===== config.mk =====
export PLATFORM = sky130hd
export DESIGN_NAME = ram_arbiter
export DESIGN_NICKNAME = d
export VERILOG_FILES = /design/src/rtl/ram_arbiter.sv
export SDC_FILE = /design/constraint.sdc
export NUM_CORES = 1
export LEC_CHECK = 0
export CAP_MARGIN = 20
export CORE_AREA = 4 4 200 202
export DETAILED_ROUTE_END_ITERATION = 6
export DIE_AREA = 0 0 204 206
export PLACE_DENSITY = 0.43
export SETUP_SLACK_MARGIN = 0.4
export SYNTH_ARGS = -nofsm -noshare
export SYNTH_HDL_FRONTEND = slang
export SYNTH_SLANG_ARGS = --single-unit

===== constraint.sdc =====
create_clock -name clk -period 4.8 [get_ports clk]
set_input_delay 0.96 -clock clk [delete_from_list [all_inputs] [get_ports clk]]
set_output_delay 0.96 -clock clk [all_outputs]
set_load 0.02 [all_outputs]

===== src/rtl/ram_arbiter.sv =====
// Arbitrates the shared core-side RAM port between instruction fetch (IF) and load/store (MEM).
// MEM has priority, bounded by a streak limiter; IF responses can be dropped after a flush.
module ram_arbiter #(
  parameter int MAX_MEM_STREAK = 4
) (
  input  logic        clk,
  input  logic        rst_n,
  input  logic        i_if_valid,
  input  logic [63:0] i_if_addr,
  input  logic        i_if_flush,
  output logic        o_if_ready,
  output logic [31:0] o_if_rdata,
  input  logic        i_mem_valid,
  input  logic        i_mem_wen,
  input  logic [63:0] i_mem_addr,
  input  logic [63:0] i_mem_wdata,
  input  logic [7:0]  i_mem_wmask,
  input  logic [2:0]  i_mem_size,
  output logic        o_mem_ready,
  output logic [63:0] o_mem_rdata,
  output logic        o_ram_valid,
  output logic        o_ram_wen,
  output logic [63:0] o_ram_addr,
  output logic [63:0] o_ram_wdata,
  output logic [7:0]  o_ram_wmask,
  output logic [2:0]  o_ram_size,
  input  logic        i_ram_ready,
  input  logic [63:0] i_ram_rdata
);

  typedef enum logic [1:0] {IDLE, BUSY_IF, BUSY_MEM} state_t;

  localparam logic [3:0] STREAK_MAX = 4'(MAX_MEM_STREAK);

  state_t     state_q, state_d;
  logic       drop_q;
  logic [3:0] streak_q;
  logic       grant_mem, grant_if;

  // MEM wins ties unless IF has been passed over MAX_MEM_STREAK times in a row
  always_comb begin
    grant_mem = 1'b0;
    grant_if  = 1'b0;
    state_d   = state_q;
    case (state_q)
      IDLE: begin
        grant_mem = i_mem_valid & (~i_if_valid | (streak_q != STREAK_MAX));
        grant_if  = i_if_valid & ~grant_mem;
        if (grant_mem)     state_d = BUSY_MEM;
        else if (grant_if) state_d = BUSY_IF;
      end
      BUSY_IF, BUSY_MEM: begin
        if (i_ram_ready) state_d = IDLE;
      end
      default: state_d = IDLE;
    endcase
  end

  always_ff @(posedge clk) begin
    if (!rst_n) state_q <= IDLE;
    else        state_q <= state_d;
  end

  always_ff @(posedge clk) begin
    if (!rst_n) begin
      streak_q <= 4'd0;
    end else if (grant_mem) begin
      if (!i_if_valid)                streak_q <= 4'd0;
      else if (streak_q != STREAK_MAX) streak_q <= streak_q + 4'd1;
    end else if (grant_if) begin
      streak_q <= 4'd0;
    end
  end

  // Completion takes precedence so a flush coinciding with ready leaves drop clear
  always_ff @(posedge clk) begin
    if (!rst_n) begin
      drop_q <= 1'b0;
    end else if (state_q == BUSY_IF) begin
      if (i_ram_ready)     drop_q <= 1'b0;
      else if (i_if_flush) drop_q <= 1'b1;
    end
  end

  always_ff @(posedge clk) begin
    if (!rst_n) begin
      o_ram_valid <= 1'b0;
      o_ram_wen   <= 1'b0;
      o_ram_addr  <= 64'd0;
      o_ram_wdata <= 64'd0;
      o_ram_wmask <= 8'd0;
      o_ram_size  <= 3'd0;
    end else if (grant_mem) begin
      o_ram_valid <= 1'b1;
      o_ram_wen   <= i_mem_wen;
      o_ram_addr  <= i_mem_addr;
      o_ram_wdata <= i_mem_wdata;
      o_ram_wmask <= i_mem_wmask;
      o_ram_size  <= i_mem_size;
    end else if (grant_if) begin
      o_ram_valid <= 1'b1;
      o_ram_wen   <= 1'b0;
      o_ram_addr  <= i_if_addr;
      o_ram_wdata <= 64'd0;
      o_ram_wmask <= 8'd0;
      o_ram_size  <= 3'b010;
    end else if ((state_q != IDLE) && i_ram_ready) begin
      o_ram_valid <= 1'b0;
    end
  end

  assign o_mem_ready = rst_n & (state_q == BUSY_MEM) & i_ram_ready;
  assign o_mem_rdata = i_ram_rdata;
  assign o_if_ready  = rst_n & (state_q == BUSY_IF) & i_ram_ready & ~drop_q & ~i_if_flush;
  assign o_if_rdata  = o_ram_addr[2] ? i_ram_rdata[63:32] : i_ram_rdata[31:0];

endmodule


==> results of run 1 <==
metal layers:
layer | GRT usage [%] | vias to the layer above | wire [um]
met5 | 0 | - | 0
met4 | 5.91 | 0 | 938
met3 | 5.29 | 26 | 2910
met2 | 30.0 | 305 | 19000
met1 | 16.1 | 3307 | 12700
li1 | - | 3207 | -
worst paths after layout:
path               startpoint              to  slack (ns)  depth (start not counted)
hold reg to reg   streak_q[0]     streak_q[0]        0.49                          2
setup reg to reg   state_q[1]  o_ram_addr[54]        2.48                          6
setup / recovery  i_ram_ready      o_if_ready        1.45                          4
hold / removal    streak_q[0]     streak_q[0]        0.49                          2
synth_stat cells (all sizes together), types with 2 or more instances:
cell type	count	area (um2)
dfxtp	148	2960
buf	103	756
nor2	77	289
a32oi	76	666
o21a	65	488
o221a	65	732
mux2	32	360
clkbuf	30	113
inv	6	22.5
a21oi	5	25.0
ha	5	62.6
nand2	5	18.8
nand4b	4	41.3
o21ai	4	23.8
and3	3	18.8
a31oi	2	12.5
nand3b	2	15.0
cell type report:
type	count	area, um2
Timing Repair Buffer	524	5210
Multi-Input combinational cell	355	2840
Sequential cell	148	2960
Tap cell	518	648
Fill cell	3955	25900
Clock inverter	13	216
Clock buffer	19	453
Inverter	6	22.5
per-stage QoR:
stage | cell area [um2] | util [%] | total power [uW] | worst slack (ns)
floorplan | 6680 | - | 2090 | 2.04
global placement | 11700 | 30.5 | 2790 | 1.47
detailed placement | 11700 | 30.5 | 2780 | 1.45
CTS | 12400 | 32.3 | 4400 | 1.45
global route | 12400 | 32.3 | 4500 | 1.40
finish | 12400 | 32.3 | 4310 | 1.45
kinds of logic after synthesis:
group,after synthesis
compound gates,221
buf+inv,139
mux,32
flops,148
fa+ha+maj,5
simple gates,97
worst register-to-register path, stage by stage, from the launching register on:
cell	delay, ns
dfxtp_1	0.33
inv_1	0.08
ha_1	0.36
o21a_2	0.76
buf_4	0.41
o21a_1	0.15
o221a_1	0.17
flip-flops by register name, summed over array words and instances, names as in the netlist:
register     cells
drop_q           1
o_ram_wmask      8
o_ram_addr      64
o_ram_size       3
o_ram_valid      1
o_ram_wdata     64
state_q          2
streak_q         4
o_ram_wen        1
layout by cell type, fill, tap and decap left out, types with 2 or more instances in the layout:
cell,n
clkdlybuf4s50_1,511
dfxtp_1,148
nor2_1,77
a32oi_1,76
o221a_1,65
o21a_1,64
mux2_2,32
clkbuf_16,17
buf_4,12
inv_1,5
a21oi_1,5
ha_1,5
bufinv_16,5
nand2_1,4
inv_6,4
and3_1,3
nand4b_1,3
o21ai_0,3
clkinv_4,3
nand3b_1,2
a31oi_1,2
clkbuf_8,2
power groups by stage:
stage,Clock (uW),Sequential [uW],Combinational (uW)
6_report,1560,1420,1330
5_1_grt,1670,1430,1400
4_1_cts,1630,1420,1350
3_5_place_dp,0,1440,1340
3_3_place_gp,0,1440,1350
2_1_floorplan,0,1580,511
==> impl_metrics.yaml, run 1 <==
status:
  status: "finished, final reports clean"
global_route:
  grt_max_degree: 84
  grt_pass1_vias: 7097
  antenna_found_initial: 0
  grt_first_pass_wirelength_um: 49400
  gr-total-overflow: 0
  grt_usage_pct: 15.8
clocking:
  postCtsSetupRepairBufs: 0
  cts_tree: "done"
  root_buffer: "clkbuf_16"
  h-tree-depth: 4
  path_clk_slew_ns: 0.06
  post_cts_resized: 0
  cts_max_path_buffers: 2
  cts_sinks: 148
  ctsHoldBuffers: 0
  clock_latency_ns: 0.44
  cts_made_buffers: 17
yosys:
  synth-simple-area-share_pct: 6.28
  synth_nets: 921
  ys_ff_latch: 148
  async_flop_share_pct: 0
  synth_compound_area_share_pct: 29.7
  ys.flop_type: "dfxtp_1"
  synth_edf_count: 0
  ys_types: 32
  yosysWarnings: 0
  synth_xor_area_share_pct: 0
  avgSynthCellArea_um2: 10.4
  yosys.area_share.adder_pct: 0.937
  yosysSeqAreaShare_pct: 44.4
  synthMuxAreaShare_pct: 5.40
  synthCells: 642
  synth_area_um2: 6680
  synth_top_family_by_area: "compound AO/OA/AOI/OAI gates"
power_and_ir_drop:
  power.share.sequential_pct: 32.9
  netSwitchingFraction_pct: 30.6
  p_switching_uw: 1320
  p_clk_share_pct: 36.3
  p_comb_share_pct: 30.8
  powerDensity_nw_per_um2: 348
  peakVddDrop_mv: 0.239
  p_leak_uw: 0.00434
  p_int_uw: 2990
sta:
  fin_skew_ns: 0.00907
  relSlewSlack_pct: 35.6
  hold_slack_ns: 0.486
  finalCritPeriodShare_pct: 69.7
  tightest_slew_ns: 0.966
  setup_tns_ns: 0
  finalSetupViolCount: 0
  hold_viol_final: 0
  rsz0062_at_grt: "false"
  fin_crit_ns: 3.35
  fmax_ghz: 0.299
  report.final.slew_viol_count: 0
place:
  hpwlAfterDp_um: 26200
  place_inst: 1551
  portBuffers: 512
  place.gp.congestion: 0.770
floorplanning:
  dieArea_um2: 42000
  start_util_pct: 17.4
  fp.coreArea_um2: 38300
  ios: 513
  fp.dieH_um: 206
  die_x_um: 204
  num_rows: 72
layout:
  antenna_cells: 0
  finalNetCount: 1331
  final_cells: 1583
  drive_gt1_share_pct: 7.89
  area_delta_synth_final_pct: 85.1
routing:
  drtAntennaViolNets: 0
  drt_first_pass_iters: 4
  drt-initial-drc-count: 283
  drcViolationCount: 0
  totalWireLength_um: 35500
  routedWlPerCell_um: 22.4
  routed-via-count: 6845
  vias_per_cell: 4.32
critical_path:
  crit_path_cell_trace: "clkdlybuf4s50_1 > inv_1 > nor3_1 > clkdlybuf4s50_1"
  max_stage_delay_ns: 0.64
  critical_path_class: "in2out"
  cp_data_required_time_ns: 3.84
  cp-start-kind: "input port"
  crit_family: "buffers and inverters"
  crit_buf_inv: 3
  cpMaxStageDelayCell: "clkdlybuf4s50_1"
  worstPathArrival_ns: 2.39
  end_kind: "output port"
  crit_path_max_fanout: 4
  cp_common_cell: "clkdlybuf4s50_1"
flow_run:
  cap_viol_max_count: 0
worst_hold_path:
  hold_path.class: "reg2reg"
Power figures use the tool's default switching activity.
==> run 2, diff against run 1 <==
==> constraint.sdc (replaced) <==
create_clock -name clk -period 3.5 [get_ports clk]
set_input_delay 0.7 -clock clk [delete_from_list [all_inputs] [get_ports clk]]
set_output_delay 0.7 -clock clk [all_outputs]
set_load 0.02 [all_outputs]
==> impl_metrics.yaml, run 2 (synthesis results as in run 1) <==
status:
  status: "finished, final reports clean"
critical_path:
  critical_path_class: "reg2out"
  worstPathArrival_ns: 2.15
  cp-start-kind: "flop"
  cpMaxStageDelayCell: "clkdlybuf4s50_1"
  max_stage_delay_ns: 0.56
  end_kind: "output port"
  cp_data_required_time_ns: 2.80
  crit_path_cell_trace: "buf_4 > mux2_2 > clkdlybuf4s50_1"
  crit_path_max_fanout: 33
clocking:
  cts_made_buffers: 17
  clock_latency_ns: 0.44
  cts_max_path_buffers: 2
  cts_sinks: 148
  h-tree-depth: 4
  ctsHoldBuffers: 0
  path_clk_slew_ns: 0.07
  postCtsSetupRepairBufs: 0
  root_buffer: "clkbuf_16"
  cts_tree: "done"
  post_cts_resized: 0
power_and_ir_drop:
  peakVddDrop_mv: 0.322
  powerDensity_nw_per_um2: 468
  p_leak_uw: 0.00432
layout:
  drive_gt1_share_pct: 7.79
  mostFrequentLayoutCell: "clkdlybuf4s50_1"
  area_delta_synth_final_pct: 84.8
  postLayoutCoreUtil_pct: 32.2
  antenna_cells: 0
  design_area_um2: 12300
  top_regs: "o_ram_addr (64), o_ram_wdata (64), o_ram_wmask (8)"
  finalNetCount: 1331
  layout_common_cells: "511 x clkdlybuf4s50_1, 148 x dfxtp_1, 77 x nor2_1"
routing:
  drt-initial-drc-count: 286
  totalWireLength_um: 35400
  routedWlPerCell_um: 22.3
  vias_per_cell: 4.30
  drcViolationCount: 0
  drtAntennaViolNets: 0
  drt_first_pass_iters: 4
  routed-via-count: 6800
sta:
  tightest_slew_ns: 0.983
  report.final.slew_viol_count: 0
  fin_skew_ns: 0.00690
  relSlewSlack_pct: 34.5
  hold_viol_final: 0
  fmax_ghz: 0.351
  setup_tns_ns: 0
  finalSetupViolCount: 0
  finalCritPeriodShare_pct: 81.3
  setup_ws_ns: 0.655
  fin_crit_ns: 2.85
  rsz0062_at_grt: "false"
worst_hold_path:
  hold_path.class: "reg2reg"
floorplanning:
  fp.coreArea_um2: 38300
  fp.dieH_um: 206
  num_rows: 72
  start_util_pct: 17.4
  dieArea_um2: 42000
  ios: 513
  die_x_um: 204
place:
  place_area_um2: 11700
  hpwlAfterDp_um: 26200
  portBuffers: 512
  place.gp.congestion: 0.762
  place_ws_ns: 0.648
global_route:
  grt_first_pass_wirelength_um: 49300
  grt_max_degree: 84
  antenna_found_initial: 0
  gr-total-overflow: 0
  grt_usage_pct: 15.7
  grt_pass1_vias: 7232
flow_run:
  cap_viol_max_count: 0
[run 2: through the flow]
stage / hold slack, ns / instances / power (uW)
3_3_place_gp: 0.464 / 1551 / 3830
5_1_grt: 0.514 / 1583 / 6040
4_1_cts: 0.487 / 1583 / 5890
6_report: 0.486 / 1583 / 5770
2_1_floorplan: 0.458 / 642 / 2870
3_5_place_dp: 0.471 / 1551 / 3820
[run 2: cell type report]
| class | count | area [um2] |
|---|---|---|
| fill | 3928 | 26000 |
| timing repair buffer | 524 | 5240 |
| sequential | 148 | 2960 |
| multi-input combinational | 355 | 2840 |
| tap | 518 | 648 |
| clock buffer | 18 | 429 |
| clock inverter | 14 | 191 |
| inverter | 6 | 22.5 |
[run 2: final timing paths]
check / cells past startpoint / from / slack [ns] / end
min: 2 / o_ram_valid / 0.49 / o_ram_valid
max reg2reg: 6 / state_q[0] / 1.33 / o_ram_wdata[2]
min reg2reg: 2 / o_ram_valid / 0.49 / o_ram_valid
max: 3 / o_ram_addr[2] / 0.65 / o_if_rdata[1]
[run 2: power breakdown]
group	internal, uW	total (uW)	switching (uW)	leakage [uW]
clock	1140	2000	858	0.000296
sequential	1850	1940	88.2	0.00122
combinational	935	1820	888	0.00280
total	3930	5770	1830	0.00432
[run 2: per-layer routing]
metal,vias up,part of all wire (%),track usage [%],wire [um]
met4,0,3.3,5.81,1170
met5,-,0,0,0
li1,3195,-,-,-
met3,41,8.3,5.60,2940
met2,316,52,29.4,18400
met1,3248,36,16.1,12800
[run 2: worst max-delay path: cells and delay by family (launching register included)]
family / cells / cell delay (ns)
buffers and inverters: 2 / 0.95
DFF: 1 / 0.33
muxes: 1 / 0.42
==> run 3, diff against run 2 <==
==> constraint.sdc (replaced) <==
create_clock -name clk -period 2.65 [get_ports clk]
set_input_delay 0.53 -clock clk [delete_from_list [all_inputs] [get_ports clk]]
set_output_delay 0.53 -clock clk [all_outputs]
set_load 0.02 [all_outputs]
==> impl_metrics.yaml, run 3 (synthesis results as in run 1) <==
place:
  place_ws_ns: 0.189
  portBuffers: 512
  hpwlAfterDp_um: 26200
  place.gp.congestion: 0.788
sta:
  fmax_ghz: 0.448
  report.final.slew_viol_count: 0
  rsz0062_at_grt: "true"
  fin_crit_ns: 2.23
  hold_viol_final: 0
  tightest_slew_ns: 0.963
  setup_tns_ns: 0
  setup_ws_ns: 0.417
  finalCritPeriodShare_pct: 84.3
  finalSetupViolCount: 0
  fin_skew_ns: 0.0161
  relSlewSlack_pct: 35.8
routing:
  routed-via-count: 6899
  drt-initial-drc-count: 309
  routedWlPerCell_um: 22.4
  vias_per_cell: 4.35
  drcViolationCount: 0
  drtAntennaViolNets: 0
  totalWireLength_um: 35500
  drt_first_pass_iters: 6
layout:
  multi_input_area_um2: 2840
  fillers: 3963
  regArea_um2: 2970
  area_delta_synth_final_pct: 85.4
  top_regs: "o_ram_addr (64), o_ram_wdata (64), o_ram_wmask (8)"
  drive_gt1_share_pct: 8.80
  finalNetCount: 1334
  layout_common_cells: "458 x clkdlybuf4s50_1, 147 x dfxtp_1, 77 x nor2_1"
  mostFrequentLayoutCell: "clkdlybuf4s50_1"
clocking:
  cts_tree: "done"
  cts_max_path_buffers: 2
  clock_latency_ns: 0.45
  cts_made_buffers: 17
  ctsHoldBuffers: 0
  h-tree-depth: 4
  cts_sinks: 148
  path_clk_slew_ns: 0.07
  root_buffer: "clkbuf_16"
floorplanning:
  num_rows: 72
  ios: 513
  start_util_pct: 17.4
  fp.dieH_um: 206
  fp.coreArea_um2: 38300
  die_x_um: 204
  dieArea_um2: 42000
global_route:
  grt_first_pass_wirelength_um: 49500
  grt_usage_pct: 15.8
  grt_pass1_vias: 7210
  grt_max_degree: 84
  antenna_found_initial: 2
  gr-total-overflow: 0
critical_path:
  max_stage_delay_ns: 0.65
  crit_family: "buffers and inverters"
  reg2reg_depth: 6
  critical_path_class: "in2out"
  reg2reg_to: "o_ram_addr[36]"
  crit_start: "i_ram_rdata[26]"
  cp-start-kind: "input port"
  worstPathArrival_ns: 1.70
  r2r_slack_ns: 0.80
  crit_path_cell_trace: "clkdlybuf4s50_1 > clkdlybuf4s50_1"
  cp_data_required_time_ns: 2.12
  cp_common_cell: "clkdlybuf4s50_1"
  cpMaxStageDelayCell: "clkdlybuf4s50_1"
  crit_buf_inv: 2
  crit_path_max_fanout: 2
  r2r-start: "streak_q[0]"
  end_kind: "output port"
power_and_ir_drop:
  powerDensity_nw_per_um2: 606
  p_leak_uw: 0.00444
  total_power_uw: 7500
  peakVddDrop_mv: 0.446
worst_hold_path:
  holdPathStages: 2
  hold_end: "o_ram_valid"
  hp-start: "o_ram_valid"
  hold_path.class: "reg2reg"
flow_run:
  cap_viol_max_count: 0
status:
  status: "finished, final reports clean"
==> run 3: cell count changes in the layout (fill, tap and decap cells not counted), moves of 3 or more <==
cell,previous run,this run
buf_12,2,7
clkbuf_2,0,3
clkdlybuf4s15_1,0,16
clkdlybuf4s15_2,0,4
clkdlybuf4s50_1,511,458
dlygate4sd2_1,0,27
inv_6,6,2
==> run 3: how the worst max path moves through the flow <==
stage / to / slack [ns] / cells after the start
after floorplan: o_mem_ready / 0.75 / 3
after global placement: o_if_ready / 0.18 / 4
after detailed placement: o_if_ready / 0.19 / 4
after CTS: o_if_rdata[31] / 0.22 / 3
after global routing: o_if_rdata[5] / 0.38 / 3
final: o_mem_rdata[26] / 0.42 / 2
==> run 3: repair_timing <==
item,CTS,global route
resized for setup,59,26
endpoints found under the setup margin,50,29
cloned,1,0
buffers inserted,0,0
==> run 3: layout make-up <==
class / instances / area share [%]
inverters: 6 / 0.182
multi-input cells: 355 / 23.0
diodes: 1 / 0.0202
repair buffers: 527 / 42.8
flip-flops and latches: 148 / 24.0
well taps: 518 / 5.24
clock inverters: 12 / 1.19
clock buffers: 20 / 3.61
==> run 3: metrics by stage <==
stage               util [%]  std cells  hold slack, ns  cell area (um2)
global route            32.3       1587           0.504            12400
floorplan                  -        642           0.458             6680
detailed placement      30.8       1553           0.474            11800
CTS                     32.3       1586           0.484            12400
global placement        30.8       1553           0.464            11800
finish                  32.3       1587           0.477            12400
==> run 3: report_power, final <==
group / internal [uW] / leakage (uW) / switching, uW / total [uW]
Sequential: 2450 / 0.00122 / 120 / 2570
Combinational: 1230 / 0.00293 / 1180 / 2410
Clock: 1430 / 0.000289 / 1080 / 2520
Total: 5110 / 0.00444 / 2390 / 7500
==> run 3: metal layers <==
metal	global-route usage (%)	vias up	part of all wire, %
met1	16.2	3284	35
met3	4.91	52	8.4
met5	0	-	0.037
met4	7.15	2	3.4
li1	-	3211	-
met2	29.4	350	53
